### src/rtl/fetch_stage_if.sv
// Instruction-memory bus between the fetch stage and the memory.
// Combinational-stall memory: imem_ready qualifies the address presented in the same cycle.
interface fetch_stage_if;
    logic [15:0] imem_addr;
    logic        imem_rd;
    logic        imem_ready;
    logic [15:0] imem_data;

    modport master (
        output imem_addr, imem_rd,
        input  imem_ready, imem_data
    );

    modport slave (
        input  imem_addr, imem_rd,
        output imem_ready, imem_data
    );
endinterface

### src/rtl/fetch_stage.sv
// Instruction fetch and IF/ID register for the 16-bit five-stage core.
// Owns the PC, issues imem reads and handles redirect, stalls and HALT.
module fetch_stage #(
    parameter logic [15:0] RESET_PC  = 16'h0000,
    parameter logic [15:0] NOP_INSTR = 16'h0800,
    parameter logic [4:0]  HALT_OPC  = 5'b00000
) (
    input  logic          clk,
    input  logic          rst_n,
    input  logic          branchStall,
    input  logic          dataHazardStall,
    input  logic          pcRedirect,
    input  logic [15:0]   redirectPC,
    fetch_stage_if.master imem,
    output logic [15:0]   instr_IFID,
    output logic [15:0]   pcPlus2_IFID,
    output logic          valid_IFID,
    output logic          halted,
    output logic          err
);

    typedef enum logic [1:0] {
        RUN,
        WAIT,
        HALT
    } state_e;

    state_e      state_q, state_d;
    logic [15:0] pc_q, pc_d;
    logic [15:0] instr_q, instr_d;
    logic [15:0] pc2_q, pc2_d;
    logic        valid_q, valid_d;
    logic        halted_q, halted_d;
    logic        err_q, err_d;

    logic in_halt;
    logic fetch;
    logic quiet;
    logic redir, hold, idle, bstall, mwait, accept;

    assign in_halt = (state_q == HALT);
    assign fetch   = !in_halt && !branchStall;
    assign quiet   = !pcRedirect && !dataHazardStall;

    // Mutually exclusive edge actions, in priority order
    assign redir  = pcRedirect && !in_halt;
    assign hold   = !redir && dataHazardStall;
    assign idle   = in_halt && !dataHazardStall;
    assign bstall = !in_halt && quiet && branchStall;
    assign mwait  = fetch && quiet && !imem.imem_ready;
    assign accept = fetch && quiet && imem.imem_ready;

    always_comb begin
        state_d  = state_q;
        pc_d     = pc_q;
        instr_d  = instr_q;
        pc2_d    = pc2_q;
        valid_d  = valid_q;
        halted_d = halted_q;
        err_d    = err_q;
        unique case (1'b1)
            redir: begin
                instr_d = NOP_INSTR;
                valid_d = 1'b0;
                if (redirectPC[0]) begin
                    err_d   = 1'b1;
                    state_d = HALT;
                end else begin
                    pc_d    = redirectPC;
                    state_d = RUN;
                end
            end
            hold: begin
            end
            idle: begin
                instr_d = NOP_INSTR;
                valid_d = 1'b0;
            end
            bstall: begin
                instr_d = NOP_INSTR;
                valid_d = 1'b0;
                state_d = RUN;
            end
            mwait: begin
                instr_d = NOP_INSTR;
                valid_d = 1'b0;
                state_d = WAIT;
            end
            accept: begin
                instr_d = imem.imem_data;
                pc2_d   = pc_q + 16'd2;
                valid_d = 1'b1;
                if (imem.imem_data[15:11] == HALT_OPC) begin
                    state_d  = HALT;
                    halted_d = 1'b1;
                end else begin
                    pc_d    = pc_q + 16'd2;
                    state_d = RUN;
                end
            end
            default: begin
            end
        endcase
    end

    always_ff @(posedge clk or negedge rst_n) begin
        if (!rst_n) begin
            state_q  <= RUN;
            pc_q     <= RESET_PC;
            instr_q  <= NOP_INSTR;
            pc2_q    <= 16'h0000;
            valid_q  <= 1'b0;
            halted_q <= 1'b0;
            err_q    <= 1'b0;
        end else begin
            state_q  <= state_d;
            pc_q     <= pc_d;
            instr_q  <= instr_d;
            pc2_q    <= pc2_d;
            valid_q  <= valid_d;
            halted_q <= halted_d;
            err_q    <= err_d;
        end
    end

    assign imem.imem_addr = pc_q;
    assign imem.imem_rd   = fetch;
    assign instr_IFID     = instr_q;
    assign pcPlus2_IFID   = pc2_q;
    assign valid_IFID     = valid_q;
    assign halted         = halted_q;
    assign err            = err_q;

endmodule
### src/flat_wrapper.sv
// flat-port wrapper written by rule: the top's interface ports become plain ports
module fetch_stage_flat 
#(
    parameter logic [15:0] RESET_PC  = 16'h0000,
    parameter logic [15:0] NOP_INSTR = 16'h0800,
    parameter logic [4:0]  HALT_OPC  = 5'b00000
)
  (clk, rst_n, branchStall, dataHazardStall, pcRedirect, redirectPC, instr_IFID, pcPlus2_IFID, valid_IFID, halted, err, imem_imem_addr, imem_imem_rd, imem_imem_ready, imem_imem_data);
  fetch_stage_if imem_i ();
  input  logic clk;
  input  logic rst_n;
  input  logic branchStall;
  input  logic dataHazardStall;
  input  logic pcRedirect;
  input  logic [15:0] redirectPC;
  output logic [15:0] instr_IFID;
  output logic [15:0] pcPlus2_IFID;
  output logic valid_IFID;
  output logic halted;
  output logic err;
  output wire logic [$bits(imem_i.imem_addr)-1:0] imem_imem_addr;
  output wire logic [$bits(imem_i.imem_rd)-1:0] imem_imem_rd;
  input wire logic [$bits(imem_i.imem_ready)-1:0] imem_imem_ready;
  input wire logic [$bits(imem_i.imem_data)-1:0] imem_imem_data;
  assign imem_imem_addr = imem_i.imem_addr;
  assign imem_imem_rd = imem_i.imem_rd;
  assign imem_i.imem_ready = imem_imem_ready;
  assign imem_i.imem_data = imem_imem_data;
  fetch_stage #(.RESET_PC(RESET_PC), .NOP_INSTR(NOP_INSTR), .HALT_OPC(HALT_OPC)) u_core (.clk(clk), .rst_n(rst_n), .branchStall(branchStall), .dataHazardStall(dataHazardStall), .pcRedirect(pcRedirect), .redirectPC(redirectPC), .imem(imem_i), .instr_IFID(instr_IFID), .pcPlus2_IFID(pcPlus2_IFID), .valid_IFID(valid_IFID), .halted(halted), .err(err));
endmodule
### config.mk
export PLATFORM = sky130hd
export DESIGN_NAME = fetch_stage_flat
export DESIGN_NICKNAME = d
export VERILOG_FILES = /design/src/rtl/fetch_stage_if.sv /design/src/rtl/fetch_stage.sv /design/src/flat_wrapper.sv
export SDC_FILE = /design/constraint.sdc
export NUM_CORES = 1
export LEC_CHECK = 0
export BUFFER_PORTS_ARGS = -buffer_cell sky130_fd_sc_hd__buf_2
export CORE_UTILIZATION = 45
export CTS_CLUSTER_DIAMETER = 60
export DETAILED_ROUTE_END_ITERATION = 10
export MAX_ROUTING_LAYER = met4
export PLACE_DENSITY_LB_ADDON = 0.08
export RECOVER_POWER = 25
export SYNTH_ARGS = -nofsm -noshare
export SYNTH_HDL_FRONTEND = slang
export SYNTH_SLANG_ARGS = --single-unit
export TNS_END_PERCENT = 50
### constraint.sdc
create_clock -name clk -period 2.05 [get_ports clk]
set_clock_uncertainty 0.1 [all_clocks]
set_input_delay 0.1025 -clock clk [delete_from_list [all_inputs] [get_ports clk]]
set_output_delay 0.1025 -clock clk [all_outputs]
set_load 0.03 [all_outputs]
==> impl_metrics.toml, run 1 <==
[die]
row_count = 26
io_pins = 90
fp.dieH_um = 75.77
die_x_um = 75.77
start_util = 0.4734
die-area_mm2 = 0.005740
coreArea_mm2 = 0.005172

[routing]
drc = 0
viasPerCell = 5.076
dr.pass1.iters = 4
final_antenna_net_count = 0
wire_per_inst_um = 13.45
vias = 2147
drt_iter0_markers = 99
wirelength_um = 5690

[min_path]
hp-class = "in2reg"
worstHoldStart = "redirectPC[13]"

[outcome]
status = "completed"

[setup_path]
critical_path_class = "in2reg"
worstReg2RegStart = "u_core.state_q[1]$_DFFE_PN0P_"
arrival_ns = 2.03
worst_setup_path_start_kind = "input port"
end_kind = "flop"
critPathLaunch = "pcRedirect"
crit_required_ns = 2.18
path_max_fanout = 42

[pwr]
clockPowerShare = 0.207
switching_power_w = 0.001398
combPwrFrac = 0.371
p_int_w = 0.002087
p_leak_nw = 1.614
ir_worst_vdd_mv = 0.4225
p_per_area_mw_per_mm2 = 1068
sequentialPowerShare = 0.422
total_power_w = 0.003485
netSwitchingFraction = 0.4012

[synthesis]
synth-edff-count = 0
synth_compound_area_frac = 0.2136
yosys_warnings = 0
synth_xor_area_frac = 0.04650
synth_fa_ha_area_frac = 0.005110
ys_types = 40
ys_seq_area_frac = 0.5217
synthesis.instances = 243
synthSimpleGateAreaFrac = 0.1548
syn_area_mm2 = 0.002449
postSynthAreaPerCell_um2 = 10.08
synth_top_family_by_area = "compound AO/OA/AOI/OAI gates"
synthArstFlopShare = 1.000
synth-seq-cells = 51
ys.flop_type = "dfrtp_1"
synthMuxAreaShare = 0.004088

[final_layout]
multi_input_area_mm2 = 0.001050
final.fill_count = 461
final_common_cell = "buf_2"
synthToLayoutAreaGrowth_pct = 33.27
mostFrequentLayoutCells = "buf_2, dfrtp_1, nand2_1"
seqCellArea_mm2 = 0.001277
drive_gt1_frac = 0.3003
antenna_cells = 0
nNetsFinal = 391

[global_route]
grt_pass1_vias = 2081
grt.total_usage = 0.2201
grt_max_degree = 52
grt_pass1_wl_um = 9135
overflow = 0
antenna_found_initial = 0

[place]
portBuffers = 87
gp_congestion = 0.8126
dp_hpwl_um = 3843

[clocking]
htreeDepth = 2
tritoncts = "yes"
root_buffer = "clkbuf_8"
cts_buffers = 5
post-cts-setup-buffer-count = 0
clock-sinks = 51
clock_latency_ns = 0.30
clk_pin_slew_ns = 0.09
clock_path_buffers = 2

[timing]
clock.fmax_mhz = 526.3
finalCritPeriodShare = 0.9269
slew_violations = 0
rsz0062_at_grt = "no"
setup-tns-final_ns = 0
hold_violations = 0
setup_violations = 0
worstMarginPinSlew_ns = 1.239
hold_slack_ns = 0.01797
max-slew-margin-rel = 0.1742
fin_crit_ns = 1.900

[flow_run]
max_cap_viol_count = 0
kinds of logic (layout without fill, tap and decap cells):
group	Yosys count	after routing
multiplexers	1	1
XOR/XNOR	13	13
other	1	2
AO/OA/AOI/OAI	80	80
buffers and inverters	22	131
AND/OR/NAND/NOR	74	74
adder cells (fa/ha/maj)	1	1
flip-flops	51	51
flip-flops by register name (all words and copies together), names as in the netlist:
signal                 count
u_core.err                 1
u_core.halted              1
u_core.imem.imem_addr     15
u_core.instr_IFID         16
u_core.pcPlus2_IFID       15
u_core.state_q             2
u_core.valid_IFID          1
metal layers:
| metal | up-vias | global-route usage | part of all wire |
|---|---|---|---|
| li1 | 1076 | - | - |
| met1 | 1003 | 0.2684 | 0.45 |
| met2 | 63 | 0.3668 | 0.49 |
| met3 | 5 | 0.03704 | 0.043 |
| met4 | 0 | 0.08025 | 0.012 |
| met5 | - | - | 0 |
layout make-up:
| type | count | area share |
|---|---|---|
| clock inverters | 2 | 0.01074 |
| inverters | 5 | 0.005752 |
| multi-input cells | 171 | 0.3217 |
| well taps | 70 | 0.02684 |
| flip-flops and latches | 51 | 0.3915 |
| clock buffers | 6 | 0.02531 |
| repair buffers | 118 | 0.2182 |
stage by stage:
stage	worst slack (ns)	cells	util	area (um2)
finish	0.1499	423	0.6309	3263
global placement	0.1809	392	0.5656	2925
global route	0.02456	423	0.6309	3263
CTS	0.02401	423	0.6328	3273
floorplan	0.1802	244	-	2452
detailed placement	0.1424	392	0.5656	2925
power groups by stage:
stage          combinational (W)  clock, W  sequential, W
2_1_floorplan           0.000434         0        0.00190
6_report                 0.00129  0.000720        0.00147
3_3_place_gp             0.00127         0        0.00148
4_1_cts                  0.00131  0.000743        0.00147
5_1_grt                  0.00141  0.000781        0.00151
3_5_place_dp             0.00128         0        0.00149
worst max-delay path, cell delays in order:
cell and delay [ns]:
dlygate4sd3_1 0.53, buf_2 0.17, or4_4 0.75, nor3b_1 0.28
a21oi_1 0.06, o21ai_1 0.13
synth_stat cells, drive strengths merged, types with 6 or more instances:
master | instances | area share
nand3 | 8 | 0.016
nand2 | 30 | 0.046
a21oi | 13 | 0.028
dfrtp | 50 | 0.51
xnor2 | 10 | 0.036
clkbuf | 7 | 0.011
o21ai | 29 | 0.059
a22o | 15 | 0.054
buf | 10 | 0.034
nor2 | 17 | 0.031
a22oi | 6 | 0.018
and3 | 6 | 0.015
path summary, 6_finish.rpt:
kind	end	depth (start not counted)	slack (ns)
hold reg to reg	u_core.instr_IFID[11]$_DFFE_PN1P_	2	0.37
hold / removal	u_core.imem.imem_addr[13]$_DFFE_PN0P_	3	0.02
setup / recovery	u_core.imem.imem_addr[3]$_DFFE_PN0P_	6	0.15
min in group asynchronous	u_core.pcPlus2_IFID[6]$_DFFE_PN0P_	3	0.58
setup reg to reg	u_core.imem.imem_addr[3]$_DFFE_PN0P_	5	0.18
max in group asynchronous	u_core.imem.imem_addr[7]$_DFFE_PN0P_	3	0.53
what timing repair did:
action,in CTS,in global routing
endpoints found under the hold margin,71,0
gates resized for setup,0,2
hold buffers,23,0
endpoints found under the setup margin,0,8
Note: power is estimated with default switching activity, not from simulation.
==> run 2, diff against run 1 <==
==> constraint.sdc (replaced) <==
create_clock -name clk -period 2.05 [get_ports clk]
set_clock_uncertainty 0.1 [all_clocks]
set_input_delay 0.1025 -clock clk [delete_from_list [all_inputs] [get_ports clk]]
set_output_delay 0.1025 -clock clk [all_outputs]
set_load 0.01 [all_outputs]
==> impl_metrics.toml, run 2 (same netlist as run 1, synthesis figures left out) <==
[die]
row_count = 26
io_pins = 90
coreArea_mm2 = 0.005172
fp.dieH_um = 75.77
start_util = 0.4734
die_x_um = 75.77
die-area_mm2 = 0.005740

[routing]
viasPerCell = 5.083
drt_iter0_markers = 113
final_antenna_net_count = 0
wire_per_inst_um = 13.27
dr.pass1.iters = 4
vias = 2150
wirelength_um = 5612
drc = 0

[outcome]
status = "completed"

[setup_path]
crit_required_ns = 2.17
cp_cell_sequence = "dlygate4sd3_1 -> buf_2 -> or4_4 -> nor3b_1 -> a21oi_1 -> o21ai_1"
max_stage_delay_ns = 0.74
worst_setup_path_start_kind = "input port"
arrival_ns = 2.02
path_max_fanout = 42
worst_path_max_delay_cell = "or4_4"
end_kind = "flop"
critical_path_class = "in2reg"

[global_route]
antenna_found_initial = 0
overflow = 0
grt_pass1_vias = 2081
grt_max_degree = 52
grt.total_usage = 0.2201
grt_pass1_wl_um = 9135

[place]
gp_congestion = 0.8126
dp_hpwl_um = 3843
portBuffers = 87
place_ws_ns = 0.1424
place_area_mm2 = 0.002925

[final_layout]
final_cell_area_mm2 = 0.003237
drive_gt1_frac = 0.2408
antenna_cells = 0
nNetsFinal = 391
largest_register_ff_count = 16
mostFrequentLayoutCells = "buf_2, dfrtp_1, nand2_1, clkbuf_1, dlygate4sd3_1"
synthToLayoutAreaGrowth_pct = 32.19
final_common_cell = "buf_2"

[timing]
setup_violations = 0
slew_violations = 0
hold_slack_ns = 0.01949
max-slew-margin-rel = 0.1887
rsz0062_at_grt = "no"
setup-tns-final_ns = 0
fin_crit_ns = 1.897
clock.fmax_mhz = 527.0
worstMarginPinSlew_ns = 1.217
layout_setup_ws_ns = 0.1525
finalCritPeriodShare = 0.9256
hold_violations = 0

[clocking]
clk_pin_slew_ns = 0.09
clock_latency_ns = 0.30
htreeDepth = 2
clock_path_buffers = 2
post-cts-setup-buffer-count = 0
clock-sinks = 51
root_buffer = "clkbuf_8"
cts_buffers = 5
tritoncts = "yes"

[pwr]
p_leak_nw = 1.527
ir_worst_vdd_mv = 0.3427
p_per_area_mw_per_mm2 = 964.3

[min_path]
hp-class = "in2reg"

[flow_run]
max_cap_viol_count = 0
## run 2: cell count changes in the layout (fill, tap and decap cells not counted), sizes merged
cell,previous run,this run
clkbuf,16,37
buf,85,64
## run 2: cell type report
cell class              instances  area, um2
fillers                       472       1936
flip-flops and latches         51       1277
multi-input cells             171       1050
repair buffers                118      685.7
well taps                      70      87.58
clock buffers                   6      82.58
clock inverters                 2      35.03
inverters                       5      18.77
## run 2: timing repair
item | 4_1_cts | 5_1_grt
setup endpoints to repair | 0 | 8
endpoints found under the hold margin | 71 | 0
resized for setup | 0 | 2
hold buffers | 23 | 0
## run 2: power by group
| part | leakage (nW) | switching, W | internal (W) |
|---|---|---|---|
| Combinational | 0.813 | 0.000479 | 0.000458 |
| Clock | 0.0612 | 0.000318 | 0.000395 |
| Sequential | 0.652 | 0.000250 | 0.00122 |
## run 2: worst paths after layout
kind	endpoint	from	cells after the start	slack, ns
max	u_core.imem.imem_addr[3]$_DFFE_PN0P_	pcRedirect	6	0.15
min	u_core.imem.imem_addr[13]$_DFFE_PN0P_	redirectPC[13]	3	0.02
max reg2reg	u_core.imem.imem_addr[3]$_DFFE_PN0P_	u_core.state_q[1]$_DFFE_PN0P_	5	0.19
min reg2reg	u_core.instr_IFID[11]$_DFFE_PN1P_	u_core.instr_IFID[11]$_DFFE_PN1P_	2	0.37
max in group asynchronous	u_core.imem.imem_addr[7]$_DFFE_PN0P_	rst_n	3	0.54
min in group asynchronous	u_core.pcPlus2_IFID[7]$_DFFE_PN0P_	rst_n	3	0.56
## run 2: layer usage
| layer | track usage | part of all wire |
|---|---|---|
| met1 | 0.2684 | 0.45 |
| met2 | 0.3668 | 0.50 |
| met3 | 0.03704 | 0.038 |
| met4 | 0.08025 | 0.0091 |
| met5 | - | 0 |
## run 2: worst max-delay path: cells and delay by family
kind	cells	cell delay, ns
and+or+nand+nor	2	1.02
buffers and inverters	2	0.70
AOI/OAI and AO/OA	2	0.18
## run 2: through the flow
| step | power [W] | instances | util |
|---|---|---|---|
| 2_1_floorplan | 0.001999 | 244 | - |
| 3_3_place_gp | 0.002402 | 392 | 0.5656 |
| 3_5_place_dp | 0.002426 | 392 | 0.5656 |
| 4_1_cts | 0.003180 | 423 | 0.6328 |
| 5_1_grt | 0.003352 | 423 | 0.6258 |
| 6_report | 0.003121 | 423 | 0.6258 |
==> run 3, diff against run 2 <==
--- a/config.mk
+++ b/config.mk
@@ -12,6 +12,7 @@
 export MAX_ROUTING_LAYER = met4
 export PLACE_DENSITY_LB_ADDON = 0.08
 export RECOVER_POWER = 25
+export REMOVE_ABC_BUFFERS = 1
 export SYNTH_ARGS = -nofsm -noshare
 export SYNTH_HDL_FRONTEND = slang
 export SYNTH_SLANG_ARGS = --single-unit
==> impl_metrics.toml, run 3 (same netlist as run 1, synthesis figures left out) <==
[final_layout]
utilization = 0.6217
final.fill_count = 465
largest_register_ff_count = 16
antenna_cells = 0
final_common_cell = "buf_2"
drive_gt1_frac = 0.2286
mostFrequentLayoutCells = "buf_2, dfrtp_1, clkbuf_1"
synthToLayoutAreaGrowth_pct = 31.32
instances_no_fill = 420
nNetsFinal = 388

[global_route]
grt_max_degree = 52
grt_pass1_vias = 1905
grt_pass1_wl_um = 8700
grt.total_usage = 0.2093
antenna_found_initial = 0
overflow = 0

[clocking]
htreeDepth = 2
tritoncts = "yes"
clock_latency_ns = 0.30
clock-sinks = 51
post-cts-setup-buffer-count = 0
clk_pin_slew_ns = 0.09
cts_buffers = 5
clock_path_buffers = 2
root_buffer = "clkbuf_8"

[setup_path]
worst_setup_path_start_kind = "input port"
max_stage_delay_ns = 0.53
worst_path_max_delay_cell = "dlygate4sd3_1"
path_max_fanout = 11
critical_path_class = "in2reg"
r2r_setup_slack_ns = 0.11
crit_required_ns = 2.10
crit_buf_inv = 2
arrival_ns = 2.05
cp_cell_sequence = "dlygate4sd3_1 -> buf_2 -> or4_1 -> nor2_2 -> a21o_2 -> a21oi_1 -> a2bb2oi_1"
end_kind = "flop"
cp_top_family = "simple AND/OR/NAND/NOR gates"

[pwr]
p_per_area_mw_per_mm2 = 966.4
ir_worst_vdd_mv = 0.6484
sequentialPowerShare = 0.480
p_leak_nw = 1.496
combPwrFrac = 0.289
switching_power_w = 0.001045
netSwitchingFraction = 0.3364
clockPowerShare = 0.231
p_int_w = 0.002062

[die]
coreArea_mm2 = 0.005172
die_x_um = 75.77
die-area_mm2 = 0.005740
io_pins = 90
fp.dieH_um = 75.77
row_count = 26
start_util = 0.4734

[timing]
slew_violations = 0
max-slew-margin-rel = 0.1726
fin_crit_ns = 1.996
rsz0062_at_grt = "yes"
clock.fmax_mhz = 500.9
setup_violations = 0
hold_violations = 0
finalCritPeriodShare = 0.9739
worstMarginPinSlew_ns = 1.241

[routing]
vias = 2121
drc = 0
wire_per_inst_um = 13.51
dr.pass1.iters = 4
wirelength_um = 5675
viasPerCell = 5.050
drt_iter0_markers = 86
final_antenna_net_count = 0

[min_path]
hp-class = "in2reg"

[place]
dp.cells = 390
gp_congestion = 0.7780
dp_hpwl_um = 3644
portBuffers = 87

[flow_run]
max_cap_viol_count = 0

[outcome]
status = "completed"
## run 3: cell count changes in the layout (fill, tap and decap cells not counted)
cell,change
clkbuf_1,+3
buf_2,-3
a21oi_4,+1
buf_4,-2
dlygate4sd3_1,-1
a21oi_2,-1
## run 3: routing by layer
layer	vias to the layer above	GRT usage	part of all wire
li1	1073	-	-
met1	978	0.2705	0.49
met2	61	0.3304	0.45
met3	9	0.04233	0.042
met4	0	0.06790	0.015
met5	-	-	0
## run 3: per-stage QoR
stage          area (um2)   TNS, ns  hold WS (ns)  setup WS [ns]  total power [W]
2_1_floorplan        2342    -5.704       -0.2931        -0.4225         0.001984
6_report             3216         0       0.01894        0.05360         0.003108
4_1_cts              3248         0      0.004625       0.007226         0.003163
3_3_place_gp         2910         0        0.1604         0.1619         0.002380
3_5_place_dp         2910         0        0.1551         0.1226         0.002399
5_1_grt              3216  -0.01047       0.02733       -0.01039         0.003331
## run 3: repair_timing
item	in CTS	in global routing
resized for setup	0	3
hold buffers	22	0
endpoints found under the setup margin	0	10
hold endpoints to repair	71	0
## run 3: power by group through the flow
stage / logic (W) / registers (W) / clock network [W]
final: 0.000898 / 0.00149 / 0.000718
after global routing: 0.00102 / 0.00154 / 0.000775
after CTS: 0.000928 / 0.00149 / 0.000746
after detailed placement: 0.000890 / 0.00151 / 0
after global placement: 0.000878 / 0.00150 / 0
after floorplan: 0.000405 / 0.00158 / 0
## run 3: layout make-up
cell class / instances / area, um2 / area share
Tap cell: 70 / 87.58 / 0.02724
Multi-Input combinational cell: 171 / 1057 / 0.3288
Timing Repair Buffer: 115 / 656.9 / 0.2043
Inverter: 5 / 18.77 / 0.005837
Sequential cell: 51 / 1277 / 0.3973
Clock buffer: 6 / 82.58 / 0.02568
Clock inverter: 2 / 35.03 / 0.01089
## run 3: final timing paths
path	endpoint	cells after the start	start
worst max-delay path	u_core.imem.imem_addr[6]$_DFFE_PN0P_	7	imem_imem_data[13]
worst min-delay path	u_core.imem.imem_addr[11]$_DFFE_PN0P_	3	redirectPC[11]
worst max register to register	u_core.imem.imem_addr[9]$_DFFE_PN0P_	6	u_core.state_q[1]$_DFFE_PN0P_
worst min register to register	u_core.instr_IFID[11]$_DFFE_PN1P_	2	u_core.instr_IFID[11]$_DFFE_PN1P_
max in group asynchronous	u_core.pcPlus2_IFID[8]$_DFFE_PN0P_	3	rst_n
min in group asynchronous	u_core.instr_IFID[13]$_DFFE_PN0P_	3	rst_n
## run 3: worst register-to-register path: cells and delay by family, from the launching register on
family / cells / cell delay [ns]
buffers and inverters: 1 / 0.44
flip-flops: 1 / 0.42
AND/OR/NAND/NOR: 2 / 0.46
AO/OA/AOI/OAI: 3 / 0.39
